### src/rtl/huff_bit_packer.sv
// huff_bit_packer: packs serial Huffman code bits MSB-first into bytes and buffers them in a FIFO
module huff_bit_packer #(
    parameter int DEPTH = 8
) (
    input  logic        Clk_in,
    input  logic        n_Rst,
    input  logic        Bit_in,
    input  logic        Bit_vld,
    input  logic        Fin_in,
    input  logic        Byte_rdy,
    output logic [7:0]  Byte_out,
    output logic        Byte_vld,
    output logic [15:0] Bit_cnt,
    output logic [2:0]  Pad_cnt,
    output logic        Overflow,
    output logic        Done
);
    localparam int AW = $clog2(DEPTH);
    localparam int CW = $clog2(DEPTH + 1);

    typedef enum logic [1:0] {PACK, FLUSH, DRAIN, DONE} state_t;

    state_t          state, state_nxt;
    logic [7:0]      mem [DEPTH];
    logic [AW-1:0]   wr_ptr, rd_ptr;
    logic [CW-1:0]   count;
    logic [7:0]      sr;
    logic [2:0]      k;
    logic            fin_q;
    logic            accept, push, pop, full, wr_en, drop;
    logic [7:0]      push_data;

    assign Byte_vld = count != '0;
    assign Byte_out = Byte_vld ? mem[rd_ptr] : 8'h00;
    assign Done     = state == DONE;
    assign full     = count == CW'(DEPTH);
    assign pop      = Byte_vld && Byte_rdy;

    // state register
    always_ff @(posedge Clk_in or negedge n_Rst)
        if (!n_Rst) state <= PACK;
        else        state <= state_nxt;

    // next state plus bit-accept and byte-push decisions
    always_comb begin
        state_nxt = state;
        accept    = state == PACK && Bit_vld;
        push      = (accept && k == 3'd7) || (state == FLUSH && k != 3'd0);
        push_data = state == FLUSH ? sr << (4'd8 - {1'b0, k}) : {sr[6:0], Bit_in};
        wr_en     = push && (!full || pop);
        drop      = push && full && !pop;
        case (state)
            PACK:    state_nxt = (Fin_in && !fin_q) ? FLUSH : PACK;
            FLUSH:   state_nxt = DRAIN;
            DRAIN:   state_nxt = Byte_vld ? DRAIN : DONE;
            default: state_nxt = DONE;
        endcase
    end

    // shift register, counters, status flags and FIFO pointers
    always_ff @(posedge Clk_in or negedge n_Rst)
        if (!n_Rst) begin
            sr       <= '0;
            k        <= '0;
            fin_q    <= 1'b0;
            Bit_cnt  <= '0;
            Pad_cnt  <= '0;
            Overflow <= 1'b0;
            wr_ptr   <= '0;
            rd_ptr   <= '0;
            count    <= '0;
        end else begin
            fin_q <= Fin_in;
            if (accept) begin
                sr <= {sr[6:0], Bit_in};
                k  <= k + 3'd1;
                if (Bit_cnt != 16'hFFFF) Bit_cnt <= Bit_cnt + 16'd1;
            end
            if (state == FLUSH) begin
                Pad_cnt <= 3'd0 - k;
                k       <= '0;
            end
            if (drop) Overflow <= 1'b1;
            if (wr_en) wr_ptr <= wr_ptr + 1'b1;
            if (pop) rd_ptr <= rd_ptr + 1'b1;
            count <= count + CW'(wr_en) - CW'(pop);
        end

    // FIFO storage; the occupancy count alone decides what is valid
    always_ff @(posedge Clk_in)
        if (wr_en) mem[wr_ptr] <= push_data;
endmodule

### config.mk
export PLATFORM = sky130hd
export DESIGN_NAME = huff_bit_packer
export DESIGN_NICKNAME = d
export VERILOG_FILES = /design/src/rtl/huff_bit_packer.sv
export SDC_FILE = /design/constraint.sdc
export NUM_CORES = 1
export LEC_CHECK = 0
export ABC_AREA = 1
export ABC_CLOCK_PERIOD_IN_PS = 6400
export BUFFER_PORTS_ARGS = -buffer_cell sky130_fd_sc_hd__buf_2
export CORE_MARGIN = 3
export CORE_UTILIZATION = 40
export CTS_BUF_LIST = sky130_fd_sc_hd__clkbuf_8
export DETAILED_ROUTE_END_ITERATION = 10
export SKIP_LAST_GASP = 1
export SLEW_MARGIN = 5
export SYNTH_ARGS = -nofsm -noshare
export SYNTH_HDL_FRONTEND = slang
export SYNTH_SLANG_ARGS = --single-unit
### constraint.sdc
create_clock -name Clk_in -period 6.4 [get_ports Clk_in]
set_input_delay 0.32 -clock Clk_in [delete_from_list [all_inputs] [get_ports Clk_in]]
set_output_delay 0.32 -clock Clk_in [all_outputs]
set_load 0.01 [all_outputs]
==> flow_summary.yaml <==
setup_path:
  crit_type: "flip-flop to primary output"
  r2r_cells: 9
  crit_path_end_kind: "primary output"
  cp.required_ps: 6080
  worst_r2r_endpoint: "mem[0][6]"
  r2r-start: "count[2]"
  reg2reg_setup_slack_ps: 3720
  cp.arrival_ps: 2590
  start_kind: "flip-flop"
  worstPathMaxFanout: 34
cts:
  ctsHoldBuffers: 0
  postCtsSetupBuffers: 0
  cts.sinks: 108
  cts_buffers: 9
  h-tree-depth: 3
  cts.clk_slew.worst_paths_ps: 100
  cts_resized: 0
  cts_tree: "built"
  clock_latency_ps: 390
  cts_buffer_depth: 2
  cts_root_buffer: "clkbuf_8"
die:
  die_h_um: 119.0
  die_x_um: 119.0
  coreArea_mm2: 0.01226
  ioPinCount: 36
  dieArea_mm2: 0.01416
  rows: 40
  start_util_pct: 41.65
synthesis:
  synth_most_common_cell: "nand2_1"
  syn_nets: 551
  synthesis.area_per_instance_um2: 9.600
  synth.area.top_cells: "edfxtp_1 (38%), dfrtp_1 (22%), nand2_1 (8.9%), nor2_1 (6.1%), o21ai_0 (5.8%)"
  ys_seq_area_share_pct: 59.19
  synth_top_area_share_pct: 37.63
  syn-instance-count: 532
  synth_area_mm2: 0.005107
  ys_types: 30
  yosys-top-cells-count: "nand2_1 (121), nor2_1 (83), edfxtp_1 (64), o21ai_0 (59), dfrtp_1 (44)"
  yosysTopAreaCell: "edfxtp_1"
  ys_ff_latch: 108
  async_flop_share_pct: 40.74
  synth_edf_count: 64
  yosys_most_used_dff: "edfxtp_1"
  yosysWarnings: 0
finish:
  layout-drive-gt1-share_pct: 12.30
  fillCellCount: 1208
  syn2layout_area_growth_pct: 10.39
  utilization_pct: 45.98
  antenna_cells: 0
  final_area_mm2: 0.005638
  fin_nets: 583
drt:
  viasPerCell: 4.980
  ant_nets: 0
  drtIter0Drc: 215
  vias: 3670
  wl_per_cell_um: 14.70
  drtPass1Iterations: 5
  drt-total-wl_um: 10830
  drc: 0
placed_design:
  dp_hpwl_um: 7584
  dpl-instance-area_mm2: 0.005421
  gp_congestion: 0.8260
  pre_cts_ws_ps: 3697
  port-buffer-count: 35
run:
  cap_viol_max_count: 0
power:
  power_density_mw_per_mm2: 310.9
  switchingPower_uw: 614.0
  p_leak_nw: 2.512
  power.share.clock_pct: 25.2
  pwr-share-seq_pct: 46.3
  sw_frac_of_total_pct: 35.03
  vdd.ir_drop.worst_mv: 0.08458
  pwr-share-comb_pct: 28.5
  internal_power_mw: 1.139
grt:
  grt_usage_pct: 16.45
  grt_max_degree: 45
  grt_pass1_wl_um: 18390
  grt_antenna_before_repair: 0
  overflow: 0
  grt_pass1_vias: 3511
sta:
  fin_crit_ps: 2907
  setup_viol: 0
  hold_viol: 0
  finalMaxSlewViolations: 0
  worst-slew-pin-transition_ps: 994.8
  rsz0062_at_grt: "no"
  timing.slew.headroom_pct: 33.68
  finalSetupTns_ps: 0
  setup_slack_ps: 3493
  finClkSkew_ps: 17.83
  fmax_mhz: 344.0
  fin_crit_sh_pct: 45.42
hold_path:
  whs_path_depth: 1
  hold_path.class: "input pin to flip-flop"
  hold_end: "fin_q"
  hold_start: "Fin_in"
status:
  status: "completed"
sequential cells by signal (all words and copies together) (netlist names):
register / cells
mem: 64
Bit_cnt: 16
sr: 8
count: 4
Pad_cnt: 3
k: 3
rd_ptr: 3
wr_ptr: 3
state: 2
Overflow: 1
fin_q: 1
critical path: stages (launching register included):
cell and delay, ps:
dfrtp_1 370, buf_4 240, inv_1 740, nor2_1 150
o22ai_1 340, nor2_1 70, nor2_1 130, buf_2 140
final cells by class:
class	instances	area [um^2]	share of cell area [%]
Sequential cell	108	3023	53.62
Tap cell	168	210.2	3.728
Multi-Input combinational cell	363	1815	32.20
Clock buffer	9	123.9	2.197
Clock inverter	7	92.59	1.642
Inverter	42	160.2	2.841
Timing Repair Buffer	40	212.7	3.773
power by group through the flow:
stage / clock, mW / sequential [mW] / combinational (mW)
3_3_place_gp: 0 / 0.826 / 0.499
5_1_grt: 0.488 / 0.820 / 0.572
4_1_cts: 0.459 / 0.812 / 0.509
2_1_floorplan: 0 / 0.793 / 0.376
3_5_place_dp: 0 / 0.827 / 0.508
6_report: 0.441 / 0.812 / 0.500
logic make-up (layout without fill, tap and decap cells):
logic type,after synthesis,after routing,synth area share (%)
buffers and inverters,61,98,5.267
DFF,108,108,59.19
adders and majority gates,13,13,3.332
AOI/OAI and AO/OA,93,93,10.66
and+or+nand+nor,244,244,19.33
xor gates and xnor gates,13,13,2.229
placed cells by master (no fill, tap or decap), types with 2 or more instances in the layout:
cell type / synthesis / final
o21ai_0: 59 / 59
a21oi_1: 4 / 4
edfxtp_1: 64 / 64
clkbuf_8: 0 / 9
nor2_1: 83 / 83
nand4_1: 3 / 3
buf_2: 9 / 35
o211ai_1: 10 / 10
nand2_1: 121 / 121
nand2_2: 2 / 2
clkinv_4: 0 / 2
inv_6: 0 / 2
dfrtp_1: 44 / 44
inv_1: 39 / 39
xor2_1: 10 / 10
nand2_4: 2 / 2
xnor2_1: 3 / 3
buf_4: 1 / 5
nand3_1: 31 / 31
nor2_2: 2 / 2
o21ai_2: 5 / 5
ha_1: 12 / 12
o22ai_1: 11 / 11
metal layers:
layer  vias up  track usage, %  wire [um]
met5         -               0          0
met4         0           5.214        119
met3        11           3.704        473
met2        71           25.54       5094
met1      1748           23.02       5143
li1       1840               -          -
metrics by stage:
step           instances  total power, mW  hold slack [ps]
6_report             737            1.753            60.21
3_5_place_dp         721            1.335            453.7
4_1_cts              737            1.780            33.65
5_1_grt              737            1.880            28.28
3_3_place_gp         721            1.326            444.2
2_1_floorplan        532            1.169            24.41
worst max path at each step:
stage,start,end,cells past startpoint
6_report,rd_ptr[0],Byte_out[6],7
5_1_grt,rd_ptr[0],Byte_out[5],7
4_1_cts,rd_ptr[0],Byte_out[6],7
3_5_place_dp,count[2],mem[0][3],9
3_3_place_gp,count[2],mem[1][4],9
2_1_floorplan,k[0],count[2],10
No activity file was read; power rests on OpenSTA's default activity.
